## config.mk

```make
export PLATFORM = sky130hd
export DESIGN_NAME = vram_arbiter_flat
export DESIGN_NICKNAME = d
export VERILOG_FILES = /design/src/rtl/vga_pkg.sv /design/src/rtl/vram_arbiter_if.sv /design/src/rtl/fb_addr_gen.sv /design/src/rtl/vram_arbiter.sv /design/src/flat_wrapper.sv
export SDC_FILE = /design/constraint.sdc
export NUM_CORES = 1
export LEC_CHECK = 0
export ABC_AREA = 1
export BUFFER_PORTS_ARGS = -buffer_cell sky130_fd_sc_hd__buf_2
export CORE_UTILIZATION = 45
export DETAILED_ROUTE_END_ITERATION = 8
export GPL_TIMING_DRIVEN = 0
export PLACE_DENSITY = 0.78
export RECOVER_POWER = 25
export SYNTH_ARGS = -nofsm -noshare
export SYNTH_HDL_FRONTEND = slang
export SYNTH_SLANG_ARGS = --single-unit
```

## constraint.sdc

```tcl
create_clock -name slowClk -period 3.5 [get_ports slowClk]
set_input_delay 0.35 -clock slowClk [delete_from_list [all_inputs] [get_ports slowClk]]
set_output_delay 0.35 -clock slowClk [all_outputs]
set_load 0.03 [all_outputs]
```

## src/rtl/vga_pkg.sv

```systemverilog
// rtl/vga_pkg.sv - shared display timing and framebuffer geometry constants
package vga_pkg;

    // Display timing (pixel clock domain)
    localparam int H_ACTIVE = 640;
    localparam int V_ACTIVE = 480;
    localparam int LINE     = 799;
    localparam int SCREEN   = 524;

    // Framebuffer geometry: one cell covers 4x4 screen pixels
    localparam int FB_W     = 160;
    localparam int FB_H     = 120;
    localparam int PIX_W    = 8;
    localparam int OFS_W    = 15;
    localparam int FB_CELLS = FB_W * FB_H;

endpackage

```

## src/rtl/vram_arbiter_if.sv

```systemverilog
// rtl/vram_arbiter_if.sv - game-logic write request handshake into the framebuffer
interface vram_arbiter_if;
    import vga_pkg::*;

    logic             wrReq;
    logic [OFS_W-1:0] wrAddr;
    logic [PIX_W-1:0] wrData;
    logic             wrAck;

    // Writer side: holds request/address/data until it sees wrAck
    modport master (
        output wrReq,
        output wrAddr,
        output wrData,
        input  wrAck
    );

    // Arbiter side: consumes the request and pulses wrAck
    modport slave (
        input  wrReq,
        input  wrAddr,
        input  wrData,
        output wrAck
    );

endinterface

```

## src/rtl/fb_addr_gen.sv

```systemverilog
// rtl/fb_addr_gen.sv - screen position to framebuffer cell offset, shift-add only
module fb_addr_gen
    import vga_pkg::*;
(
    input  logic [9:0]       xPosition,
    input  logic [9:0]       yPosition,
    output logic [OFS_W-1:0] cellOffset
);

    logic [7:0]  cellX;
    logic [7:0]  cellY;
    logic [15:0] offsetSum;
    logic        unused_bits;

    // offset = (y/4)*160 + x/4, with *160 expanded to (y<<7)+(y<<5)
    always_comb begin
        cellX       = xPosition[9:2];
        cellY       = yPosition[9:2];
        offsetSum   = {1'b0, cellY, 7'b0} + {3'b0, cellY, 5'b0} + {8'b0, cellX};
        cellOffset  = offsetSum[OFS_W-1:0];
        unused_bits = ^{xPosition[1:0], yPosition[1:0], offsetSum[15]};
    end

endmodule

```

## src/rtl/vram_arbiter.sv

```systemverilog
// rtl/vram_arbiter.sv - single-port framebuffer arbiter with display priority and bank swap
module vram_arbiter
    import vga_pkg::*;
(
    input  logic             slowClk,
    input  logic             reset,
    input  logic [9:0]       xPosition,
    input  logic [9:0]       yPosition,
    input  logic             dataEnable,
    vram_arbiter_if.slave    wr,
    input  logic             swapReq,
    output logic             swapAck,
    output logic             frontBank,
    output logic [OFS_W:0]   memAddr,
    output logic             memWe,
    output logic [PIX_W-1:0] memWrData,
    input  logic [PIX_W-1:0] memRdData,
    output logic [PIX_W-1:0] pixelOut,
    output logic             pixelValid
);

    localparam logic [OFS_W-1:0] CELL_LIMIT = OFS_W'(FB_CELLS);
    localparam logic [9:0]       VBLANK_Y   = 10'(V_ACTIVE);

    logic [OFS_W-1:0] fetchOffset;
    logic [1:0]       fetchValid;

    logic             grant;
    logic             swapHit;
    logic [OFS_W:0]   nextAddr;
    logic             nextWe;
    logic [PIX_W-1:0] nextWrData;

    fb_addr_gen u_addr_gen (
        .xPosition  (xPosition),
        .yPosition  (yPosition),
        .cellOffset (fetchOffset)
    );

    // Port decision: display fetch first, then a write if the previous cycle was not an ack
    always_comb begin
        grant      = 1'b0;
        nextAddr   = memAddr;
        nextWe     = 1'b0;
        nextWrData = memWrData;
        swapHit    = swapReq && (xPosition == 10'd0) && (yPosition == VBLANK_Y);
        if (dataEnable) begin
            nextAddr = {frontBank, fetchOffset};
        end else if (wr.wrReq && !wr.wrAck) begin
            grant      = 1'b1;
            nextAddr   = {~frontBank, wr.wrAddr};
            nextWe     = (wr.wrAddr < CELL_LIMIT);
            nextWrData = wr.wrData;
        end
    end

    // Register the decision, the fetch-valid pipe, the returned pixel and the bank state
    always_ff @(posedge slowClk) begin
        if (reset) begin
            memAddr    <= '0;
            memWe      <= 1'b0;
            memWrData  <= '0;
            wr.wrAck   <= 1'b0;
            fetchValid <= 2'b00;
            pixelOut   <= '0;
            pixelValid <= 1'b0;
            frontBank  <= 1'b0;
            swapAck    <= 1'b0;
        end else begin
            memAddr    <= nextAddr;
            memWe      <= nextWe;
            memWrData  <= nextWrData;
            wr.wrAck   <= grant;
            fetchValid <= {fetchValid[0], dataEnable};
            pixelOut   <= fetchValid[1] ? memRdData : '0;
            pixelValid <= fetchValid[1];
            swapAck    <= swapHit;
            if (swapHit) begin
                frontBank <= ~frontBank;
            end
        end
    end

endmodule

```

## src/flat_wrapper.sv

```systemverilog
// flat-port wrapper written by rule: the top's interface ports become plain ports
module vram_arbiter_flat import vga_pkg::*;
  (slowClk, reset, xPosition, yPosition, dataEnable, swapReq, swapAck, frontBank, memAddr, memWe, memWrData, memRdData, pixelOut, pixelValid, wr_wrReq, wr_wrAddr, wr_wrData, wr_wrAck);
  vram_arbiter_if wr_i ();
  input  logic slowClk;
  input  logic reset;
  input  logic [9:0] xPosition;
  input  logic [9:0] yPosition;
  input  logic dataEnable;
  input  logic swapReq;
  output logic swapAck;
  output logic frontBank;
  output logic [OFS_W:0] memAddr;
  output logic memWe;
  output logic [PIX_W-1:0] memWrData;
  input  logic [PIX_W-1:0] memRdData;
  output logic [PIX_W-1:0] pixelOut;
  output logic pixelValid;
  input wire logic [$bits(wr_i.wrReq)-1:0] wr_wrReq;
  input wire logic [$bits(wr_i.wrAddr)-1:0] wr_wrAddr;
  input wire logic [$bits(wr_i.wrData)-1:0] wr_wrData;
  output wire logic [$bits(wr_i.wrAck)-1:0] wr_wrAck;
  assign wr_i.wrReq = wr_wrReq;
  assign wr_i.wrAddr = wr_wrAddr;
  assign wr_i.wrData = wr_wrData;
  assign wr_wrAck = wr_i.wrAck;
  vram_arbiter u_core (.slowClk(slowClk), .reset(reset), .xPosition(xPosition), .yPosition(yPosition), .dataEnable(dataEnable), .wr(wr_i), .swapReq(swapReq), .swapAck(swapAck), .frontBank(frontBank), .memAddr(memAddr), .memWe(memWe), .memWrData(memWrData), .memRdData(memRdData), .pixelOut(pixelOut), .pixelValid(pixelValid));
endmodule
```

Word level (Yosys, flattened, before mapping) --
Index checks and enable logic that the tools add are counted.
Operators by class: bitwise logic cells 4, reduce and logical (&&, ||, !) cells 10, eq/ne operators 1, divide/modulo/power cells 0, $mul 0, multiplexer cells 3, add/subtract/negate cells 2, shift operators 0, order comparisons 1
Operators by type and width (count):
- two-way mux 16 bit | 2
- adder 15 x 13 -> 15 bit | 1
- adder 15 x 8 -> 15 bit | 1
- < comparator 15 bit (second input constant) | 1
- equality test 10 x 9 -> 1 bit (second input constant) | 1
- zero test 10 bit | 1
- inverter 1 bit | 4
- OR reduction 2 bit | 2
- logical AND 1 bit | 3
- OR reduction 3 bit | 1
- AND reduction 2 bit | 1
- nonzero test 2 bit | 1
- zero test 1 bit | 1
- two-way mux 1 bit | 1
Word-level totals: ROM bits 0, bits in writable memories 0, word-level logic and storage cells 30, memories kept 0, register bits after elaboration 39, bits in latches 0

Logic depth before layout (Yosys ltp) --
word-level depth 4, gate-level depth with buffers 11

Modules after synthesis --
Synthesis repeated with hierarchy kept, for this count alone.
Second synthesis, totals: cell total of the unflattened synthesis 290, area, all modules 2119.5 um^2
Modules (own cells, without submodules):
- vram_arbiter | instances 1, cells each 198, area each 1522.7 um^2
- fb_addr_gen | instances 1, cells each 92, area each 596.8 um^2

Worst setup path before layout --
No wires, ideal clock.
path kind in2reg, start input xPosition[9], end register u_core.memAddr[10], setup time 0.074 ns, stages on the path 10, slack 1.539 ns, required time 3.426 ns, arrival 1.886 ns, buffers on the path 0, cell sequence inv_1 fa_1 inv_1 fa_1 nand2_1 nand2_1 and2_1 nand2_1 nand2_1 o21ai_0
Between the ends: longest elaborated chain between the ends 2
Ends and longest elaborated chain:
- start, declared | RTL line flat_wrapper.sv:7 | input logic [9:0] xPosition;
- adder 15 x 8 -> 15 bit | RTL line fb_addr_gen.sv:19 | offsetSum = {1'b0, cellY, 7'b0} + {3'b0, cellY, 5'b0} + {8'b0, cellX};
- two-way mux 16 bit | RTL line vram_arbiter.sv:47 | if (dataEnable) begin
- end signal, assigned | RTL line vram_arbiter.sv:70 | memAddr <= nextAddr;
- end, declared | RTL line vram_arbiter.sv:14 | output logic [OFS_W:0] memAddr,
No other way between the ends. A chain may end at the register's enable or synchronous reset.

Worst setup path after layout --
start input xPosition[9], end register u_core.memAddr[14]
The elaborated chain is that of the path after synthesis.

==> impl_metrics.yaml <==
floorplanning:
  fp.dieArea_sq_um: 4630
  core_area_sq_um: 4090
  io_pins: 93
  fp.dieH_um: 68.0
  fp.dieW_um: 68.0
  start_util_pct: 48.0
  rows: 23
cells_and_area:
  final_area_sq_um: 2570
  stdcell_count: 417
  fill_cells: 395
  drive_gt1_share_pct: 27.2
  nNetsFinal: 439
  register_area_sq_um: 781
  multi_input_area_sq_um: 975
  diodes: 0
  layout_common_cells: "88 x buf_2, 87 x nand2_1, 39 x dfxtp_1"
  syn_to_final_growth_pct: 30.8
  final_common_cell: "buf_2"
grt:
  track_usage_pct: 20.5
  top_usage_layer: "met2"
  grt_util_met3_pct: 4.83
  grt_pass1_vias: 1696
  overflow: 0
  use_met2_pct: 36.6
  antenna_found_initial: 0
  grt_max_degree: 13
  globalRouteMet1Util_pct: 24.1
  grt_first_pass_wirelength_mm: 7.11
routing:
  first_pass_iters: 4
  routedWlPerCell_um: 11.0
  ant_nets: 0
  vias: 2010
  drc: 0
  drt_iter0_drc: 89
  vias_per_cell: 4.82
  drt-total-wl_mm: 4.58
critical_path:
  cp_cell_sequence: "buf_2 > inv_1 > fa_1 > inv_1 > fa_1 > nand2_1 > nand2_1 > nand3_1 > nand3_1 > nand3_1 > nand2_1"
  path_class: "in2reg"
  worstPathMaxFanout: 3
  crit_buf_inv: 3
  crit_path_end_kind: "register"
  path_delay_family: "adder cells"
  critPathLaunchType: "input pin"
  arrival_ns: 2.09
  cpPeakStageDelay_ns: 0.52
  crit_required_ns: 3.68
  critPathSlowestCell: "fa_1"
clock_network:
  cts_sinks: 39
  worst_skew_pair.late_latency_ns: 0.28
  cts_resized: 0
  cts_root_buf: "clkbuf_8"
  cts_made_buffers: 5
  clock_path_buffers: 2
  clk_pin_slew_worst_paths_ns: 0.07
  post_cts_buffers: 0
  h-tree-depth: 2
  cts_tree: "built"
  hold_buffers: 0
timing:
  max_freq_mhz: 521
  relSlewSlack_pct: 62.4
  finClkSkew_ns: 0.00413
  max_slew.worst_pin.slew_ns: 0.562
  layout_setup_ws_ns: 1.58
  timing.final.crit_share_pct: 54.8
  fin_tns_setup_ns: 0
  maxSlewViolCount: 0
  setup_viol: 0
  grt_setup_unrepaired: "false"
  hold_viol_final: 0
  period_needed_ns: 1.92
pwr:
  intPower_mw: 0.792
  seq_power_share_pct: 43.3
  pwr_density_cell_nw_per_um2: 433
  sw_frac_of_total_pct: 28.7
  cellLeakagePower_nw: 1.45
  p_total_mw: 1.11
  p_sw_mw: 0.318
  ir_drop_mv: 0.206
  clkPwrFrac_pct: 34.1
  p_comb_share_pct: 22.6
place:
  dp_hpwl_mm: 3.69
  place_area_sq_um: 2470
  gp_congestion: 0.826
  portBuffers: 90
  dp.cells: 409
  pre_cts_ws_ns: 1.29
synthesis:
  synthMuxAreaShare_pct: 0
  avgSynthCellArea_sq_um: 7.29
  synthSimpleGateAreaFrac_pct: 28.9
  syn-instance-count: 269
  synth_top_family_by_area: "simple AND/OR/NAND/NOR gates"
  ys_warn_count: 0
  syn-cell-area_sq_um: 1960
  synth_seq_area_share_pct: 39.8
  syn-num-nets: 342
  synth_xor_xnor_area_share_pct: 0
  synthAdderAreaFrac_pct: 11.6
  synth.distinct_cells: 25
  synth_seq_cells: 39
  synth_compound_area_share_pct: 10.3
min_path:
  hold_path_class: "in2reg"
outcome:
  status: "finished, final reports clean"
job:
  drv_cap: 0
==> cell usage after synthesis, drive strengths merged <==
cell type,instances,share of area [%]
a21oi,13,3.3
o21ai,7,1.8
ha,15,9.6
dfxtp,39,40
and2,1,0.32
nand3,15,4.5
buf,3,1.4
nand4,1,0.32
a31oi,8,2.6
clkbuf,1,0.19
a22oi,6,2.3
or2,1,0.32
fa,2,2.0
nand2,87,17
nand3b,3,1.1
a21boi,1,0.38
clkinv,1,0.25
inv,38,7.5
nor2,27,5.5
==> flip-flops by register name (all words and copies together), names as in the netlist <==
signal / cells
u_core.memAddr: 16
u_core.memWrData: 8
u_core.pixelOut: 8
u_core.fetchValid: 2
u_core.frontBank: 1
u_core.memWe: 1
u_core.pixelValid: 1
u_core.swapAck: 1
u_core.wr.wrAck: 1
==> final timing paths <==
kind	start	to	slack, ns	cells past startpoint
setup / recovery	xPosition[9]	u_core.memAddr[14]	1.58	11
hold / removal	wr_wrAddr[14]	u_core.memWe	0.27	2
hold reg to reg	u_core.fetchValid[0]	u_core.fetchValid[1]	0.40	2
setup reg to reg	u_core.wr.wrAck	u_core.memAddr[11]	1.84	5
==> cells by family (layout without fill, tap and decap cells) <==
group,after synthesis,after routing
DFF,39,39
and+or+nand+nor,135,135
AOI/OAI and AO/OA,35,35
adders and majority gates,17,17
buffers and inverters,43,141
==> layer usage <==
layer | part of all wire (%) | vias up
li1 | - | 1048
met1 | 44 | 882
met2 | 48 | 76
met3 | 7.7 | 4
met4 | 0.35 | 0
met5 | 0 | -
==> layout make-up <==
type                            count  share of cell area [%]
Multi-Input combinational cell    187                    38.0
Sequential cell                    39                    30.4
Timing Repair Buffer               90                    17.5
Inverter                           39                    5.95
Clock buffer                        6                    3.22
Tap cell                           50                    2.44
Clock inverter                      2                    1.37
Buffer                              4                    1.17
==> power groups by stage <==
stage	logic, mW	registers, mW	clock network, mW
4_1_cts	0.255	0.481	0.389
5_1_grt	0.283	0.483	0.408
3_5_place_dp	0.253	0.491	0
2_1_floorplan	0.120	0.539	0
3_3_place_gp	0.250	0.490	0
6_report	0.251	0.481	0.378
==> per-stage QoR <==
stage	hold slack, ns	utilization (%)
4_1_cts	0.261	63.4
3_3_place_gp	0.390	60.6
5_1_grt	0.258	62.8
3_5_place_dp	0.401	60.6
6_report	0.270	62.8
2_1_floorplan	0.388	-
Power figures use the tool's default switching activity.
